### config.mk
export PLATFORM = sky130hd
export DESIGN_NAME = seq_mult_unit
export DESIGN_NICKNAME = d
export VERILOG_FILES = /design/src/rtl/seq_mult_unit.sv
export SDC_FILE = /design/constraint.sdc
export NUM_CORES = 1
export LEC_CHECK = 0
export BUFFER_PORTS_ARGS = -buffer_cell sky130_fd_sc_hd__buf_4
export CAP_MARGIN = 5
export CELL_PAD_IN_SITES_DETAIL_PLACEMENT = 1
export CELL_PAD_IN_SITES_GLOBAL_PLACEMENT = 1
export CORE_MARGIN = 3
export CORE_UTILIZATION = 44
export CTS_CLUSTER_DIAMETER = 40
export DETAILED_ROUTE_END_ITERATION = 10
export MAX_ROUTING_LAYER = met4
export PLACE_DENSITY_LB_ADDON = 0.1
export SLEW_MARGIN = 30
export SYNTH_ARGS = -nofsm -noshare
export SYNTH_HDL_FRONTEND = slang
export SYNTH_SLANG_ARGS = --single-unit
### constraint.sdc
create_clock -name clk -period 3.15 [get_ports clk]
set_input_delay 0.1575 -clock clk [delete_from_list [all_inputs] [get_ports clk]]
set_output_delay 0.1575 -clock clk [all_outputs]
set_load 0.02 [all_outputs]
### src/rtl/seq_mult_unit.sv
// W-bit sequential shift-add multiplier with signed/unsigned mode, optional early
// termination, valid/ready handshakes on both sides and a synchronous abort.
module seq_mult_unit #(
  parameter int W          = 8,
  parameter int EARLY_TERM = 1
) (
  input  logic           clk,
  input  logic           rst,
  input  logic           in_valid,
  output logic           in_ready,
  input  logic [W-1:0]   a,
  input  logic [W-1:0]   b,
  input  logic           signed_mode,
  input  logic           abort,
  output logic           out_valid,
  input  logic           out_ready,
  output logic [2*W-1:0] p,
  output logic           busy
);

  localparam int PW = 2 * W;
  localparam int CW = $clog2(W + 1);

  localparam logic [2:0] S_IDLE  = 3'd0;
  localparam logic [2:0] S_ADD   = 3'd1;
  localparam logic [2:0] S_SHIFT = 3'd2;
  localparam logic [2:0] S_FIX   = 3'd3;
  localparam logic [2:0] S_DONE  = 3'd4;

  logic [2:0]    state_q,  state_d;
  logic [PW-1:0] mcand_q,  mcand_d;
  logic [W-1:0]  mplier_q, mplier_d;
  logic [PW-1:0] acc_q,    acc_d;
  logic [CW-1:0] cnt_q,    cnt_d;
  logic          neg_q,    neg_d;
  logic [PW-1:0] p_q,      p_d;

  logic [W-1:0]  a_mag, b_mag;
  logic          accept;
  logic          last_iter;

  // Magnitudes fit in W bits: |-2^(W-1)| = 2^(W-1) is still representable unsigned.
  assign a_mag  = (signed_mode && a[W-1]) ? (~a + W'(1)) : a;
  assign b_mag  = (signed_mode && b[W-1]) ? (~b + W'(1)) : b;
  assign accept = in_valid && in_ready;

  assign last_iter = (cnt_q == CW'(1)) ||
                     ((EARLY_TERM != 0) && (mplier_q[W-1:1] == '0));

  // NOTE: every next-state signal gets its hold value first so no path leaves it unassigned (no latches).
  always_comb begin
    state_d  = state_q;
    mcand_d  = mcand_q;
    mplier_d = mplier_q;
    acc_d    = acc_q;
    cnt_d    = cnt_q;
    neg_d    = neg_q;
    p_d      = p_q;

    if (abort && state_q != S_IDLE) begin
      state_d = S_IDLE;
    end else begin
      case (state_q)
        S_IDLE: begin
          if (accept) begin
            state_d  = S_ADD;
            mcand_d  = {{W{1'b0}}, a_mag};
            mplier_d = b_mag;
            acc_d    = '0;
            cnt_d    = CW'(W);
            neg_d    = signed_mode && (a[W-1] ^ b[W-1]) && (|a) && (|b);
          end
        end
        S_ADD: begin
          if (mplier_q[0]) acc_d = acc_q + mcand_q;
          state_d = S_SHIFT;
        end
        S_SHIFT: begin
          mplier_d = mplier_q >> 1;
          mcand_d  = mcand_q << 1;
          cnt_d    = cnt_q - CW'(1);
          state_d  = last_iter ? S_FIX : S_ADD;
        end
        S_FIX: begin
          p_d     = neg_q ? (~acc_q + PW'(1)) : acc_q;
          state_d = S_DONE;
        end
        S_DONE: begin
          if (out_ready) state_d = S_IDLE;
        end
        default: state_d = S_IDLE;
      endcase
    end
  end

  // NOTE: sequential state uses non-blocking assignments so all registers update from pre-edge values.
  always_ff @(posedge clk) begin
    if (rst) begin
      state_q  <= S_IDLE;
      mcand_q  <= '0;
      mplier_q <= '0;
      acc_q    <= '0;
      cnt_q    <= '0;
      neg_q    <= 1'b0;
      p_q      <= '0;
    end else begin
      state_q  <= state_d;
      mcand_q  <= mcand_d;
      mplier_q <= mplier_d;
      acc_q    <= acc_d;
      cnt_q    <= cnt_d;
      neg_q    <= neg_d;
      p_q      <= p_d;
    end
  end

  // Outputs are gated by rst so they read idle/zero for the whole time reset is held.
  assign in_ready  = (state_q == S_IDLE) && !rst;
  assign out_valid = (state_q == S_DONE) && !rst;
  assign busy      = (state_q != S_IDLE) && !rst;
  assign p         = rst ? '0 : p_q;

endmodule
Yosys cells after proc, flatten, opt, wreduce, memory -nomap -nowiden --
Cells that the tools add are included.
Operators by class: add/subtract/negate cells 5, equality and inequality tests 8, mux-type cells 17, bitwise operators 5, reduce and logical (&&, ||, !) cells 25
Operator list (count):
- 16-bit 2-to-1 mux | 5
- 16-bit case mux with 2 select lines | 2
- 8-bit 2-to-1 mux | 3
- 16-bit by 1-bit adder with 16-bit output, second input constant | 1
- 16-bit adder | 1
- 8-bit by 1-bit adder with 8-bit output, second input constant | 2
- 16-bit inverter | 1
- 8-bit inverter | 2
- 8-bit case mux with 2 select lines | 1
- 8-bit OR reduction | 2
- 3-bit case mux with 5 select lines | 1
- 1-bit logical AND | 10
- 4-bit case mux with 2 select lines | 1
- 7-bit logical NOT | 1
- 3-bit by 2-bit == test with 1-bit output, second input constant | 2
- 3-bit 2-to-1 mux | 2
- 2-bit != test, second input constant | 3
- 3-bit AND reduction | 2
- 4-bit by 1-bit == test with 1-bit output, second input constant | 1
- 4-bit 2-to-1 mux | 1
- 2-bit AND reduction | 2
- 4-bit AND reduction | 1
- 2-bit nonzero test | 2
- 4-bit by 1-bit subtractor with 4-bit output, second input constant | 1
- other kinds (10) | 10
Storage, ports and cells: register bits after elaboration 64, bits of input ports 22, output and inout port bits 19, logic and storage cells 67

Logic depth before layout (Yosys ltp) --
word-level depth 5, mapped depth 9, gate-level depth less buffers 9

Worst setup path after synthesis --
Ideal clock, no wire load.
kind register to register, start register acc_q[2], end register acc_q[15], arrival 2.317 ns, data required time 3.088 ns, path slack 0.771 ns, stages on the path, launching flop included 8, path buffers 0, cells stage by stage dfxtp_1 -> ha_1 -> o211a_1 -> a2111oi_4 -> nor4_2 -> o31a_1 -> or4_1 -> nand3_1
On the way: word-level cells in the longest chain between the ends 3
RTL lines:
- start: declaration | line 33 | logic [PW-1:0] acc_q, acc_d;
- start signal: assignment | line 102 | acc_q <= '0;
- start signal: assignment | line 110 | acc_q <= acc_d;
- 16-bit adder | line 75 | if (mplier_q[0]) acc_d = acc_q + mcand_q;
- 16-bit 2-to-1 mux | line 75
- 16-bit case mux with 2 select lines | line 63 | case (state_q)
No other way between the ends. The select of a mux whose other input is x is not followed. A chain may end at the register's enable or synchronous reset.

Final worst setup path --
Ends and elaborated chain as after synthesis.

==> results.tsv <==
stage	metric	value	unit
hold_path	whs_endpoint	state_q[1]	
floorplan	dieWidth	100	um
yosys	synth_top_area_share	32.6	%
clocking	numCtsBuffers	9	
floorplan	die-height	100	um
floorplan	fp.coreArea	8420	sq um
clocking	cts_tree	built	
status	status	complete, no violations	
route	vias	3591	
yosys	syn_nets	543	
layout	diodes	0	
route	first_iter_violations	133	
pwr	vdd_ir_drop_max	0.223	mV
route	wl_met1	5.14	mm
route	drc	0	
floorplan	io_pins	41	
timing	finalHoldViolations	0	
placed_design	dp_hpwl	7.62	mm
timing	holdWs	0.0352	ns
worst_setup_path	path_class	reg2reg	
clocking	h-tree-depth	3	
timing	period_needed	2.57	ns
yosys	syn_area_per_cell	7.85	sq um
hold_path	hp-start	abort	
route	dr_wl_met3	357	um
run	drv_cap	0	
yosys	ys.flop_type	dfxtp_1	
yosys	yosys-top-cells-area	dfxtp_1 (33%), nor2_1 (7.6%), ha_1 (6.4%)	
floorplan	row_count	33	
worst_setup_path	cp_data_required_time	3.43	ns
route	wl_met2	4.61	mm
floorplan	initial_core_util	46.6	%
placed_design	place_congestion	0.836	
yosys	async_flop_share	0	%
worst_setup_path	crit_path_end_kind	register	
yosys	ys_seq_elements	64	
placed_design	place_ws	0.596	ns
clocking	post_cts_buffers	0	
timing	timing.fmax	388	MHz
yosys	syn_area	3930	sq um
hold_path	holdPathStages	2	
route	drt_wl_total	10.2	mm
route	drt-pass1-iter-count	4	
clocking	ctsResizeCount	0	
clocking	cts-root-buf	clkbuf_8	
global_routing	grt_first_pass_wirelength	17.8	mm
route	ant_nets	0	
clocking	cts_hold_buf	0	
clocking	numClockSinks	64	
pwr	p_total	1.77	mW
timing	slew-limit-headroom	43.6	%
route	via_per_inst	5.61	
timing	fin_setup_tns	0	ns
yosys	seq_area_frac_synth	32.6	%
worst_setup_path	cp-start-kind	register	
route	wl_per_cell	16.0	um
timing	report.final.slew_viol_count	0	
yosys	synth_edf_count	0	
clocking	path_clk_slew	0.08	ns
clocking	clock_latency	0.34	ns
pwr	leakagePower	1.87	nW
yosys	synth_most_common_cell	nor2_1	
timing	period_share	81.7	%
timing	rsz0062_at_grt	false	
worst_setup_path	worstRegToRegCells	7	
global_routing	overflow	0	
layout	drive_above_1_share	12.7	%
timing	clock_skew	0.0108	ns
yosys	synthTopCellsByCount	nor2_1 (79), dfxtp_1 (64), nand2_1 (46)	
global_routing	grt_pass1_vias	3693	
timing	setup_viol	0	
pwr	power.density	393	nW/um^2
worst_setup_path	r2r_start	acc_q[2]	
hold_path	min_path_type	in2reg	
yosys	ys_warn_count	0	
clocking	clockBufferDepth	2	
yosys	synth_cell_type_count	53	
yosys	syn_inst	500	
global_routing	grt_usage	22.4	%
worst_setup_path	rr_endpoint	acc_q[15]	
placed_design	port_buffers	40	
layout	final_nets	573	
global_routing	antenna_found_initial	0	
worst_setup_path	cp_max_fo	7	
layout	area_delta_synth_final	14.7	%
timing	worst_slack	0.575	ns
floorplan	die-area	10100	sq um
worst_setup_path	reg2reg_slack	0.58	ns
worst_setup_path	arrival	2.86	ns
yosys	yosysTopAreaCell	dfxtp_1	
route	maxUsedRoutingLayer	met4	
global_routing	grt_max_degree	79	
timing	worst_pin_slew	0.846	ns
[cells in the final DEF, fill, tap and decap left out, types with 17 or more instances in the layout]
cell type  Yosys  routed
nor2b_1       23      23
ha_1          20      20
buf_4          0      45
nand2_1       46      46
o21ai_0       17      17
xor2_1        18      18
a211oi_1      19      19
inv_1         17      17
xnor2_1       19      19
nor2_1        79      79
dfxtp_1       64      64
a21oi_1       33      33
[registers in the layout, indices dropped and copies added, names as in the netlist]
signal and flops:
acc_q 16, neg_q 1, p_q 16, mcand_q 16, state_q 3, cnt_q 4
mplier_q 8
[kinds of logic (layout without fill, tap and decap cells)]
| group | Yosys count | in the layout | synth area share, % |
|---|---|---|---|
| AO/OA/AOI/OAI | 127 | 127 | 22.2 |
| XOR/XNOR | 37 | 37 | 8.25 |
| adder cells (fa/ha/maj) | 21 | 21 | 6.88 |
| buffers and inverters | 43 | 78 | 4.14 |
| flip-flops | 64 | 64 | 32.6 |
| multiplexers | 5 | 5 | 1.31 |
| AND/OR/NAND/NOR | 203 | 203 | 24.6 |
[metal layers]
layer  vias up  GRT usage [%]
li1       1835              -
met1      1689           30.0
met2        55           35.1
met3        12           2.98
met4         0           6.94
met5         -              -
[metrics by stage]
step	cell area [sq um]	std cells	utilization (%)
after floorplan	3930	500	-
after global placement	4300	624	51.0
after detailed placement	4300	624	51.0
after CTS	4500	640	53.4
after global routing	4500	640	53.4
final	4500	640	53.4
[power breakdown]
group / total (mW) / leakage, nW / internal, mW / switching (mW)
clock network: 0.738 / 0.0989 / 0.390 / 0.348
registers: 0.846 / 0.518 / 0.827 / 0.0190
logic: 0.185 / 1.25 / 0.0767 / 0.108
total: 1.77 / 1.87 / 1.29 / 0.476
[worst max-delay path, stage by stage, from the launching register on]
cell and delay (ns):
dfxtp_1 0.46, ha_1 0.33, o211a_1 0.26, a2111oi_4 0.44
nor4_2 0.11, o31a_1 0.32, or4_1 0.50, nand3_1 0.09
[layout make-up]
class | count | area, sq um
Fill cell | 1063 | 3920
Inverter | 17 | 63.8
Sequential cell | 64 | 1280
Tap cell | 105 | 131
Timing Repair Buffer | 45 | 338
Multi-Input combinational cell | 393 | 2480
Clock inverter | 6 | 67.6
Clock buffer | 10 | 138
[worst max-delay path by stage]
stage / from / endpoint / slack (ns) / depth (start not counted)
2_1_floorplan: acc_q[2] / acc_q[15] / 0.77 / 7
3_3_place_gp: acc_q[2] / acc_q[15] / 0.65 / 7
3_5_place_dp: acc_q[2] / acc_q[15] / 0.60 / 7
4_1_cts: acc_q[2] / acc_q[15] / 0.59 / 7
5_1_grt: acc_q[2] / acc_q[15] / 0.39 / 7
6_report: acc_q[2] / acc_q[15] / 0.58 / 7
(Power assumes the default switching activity.)
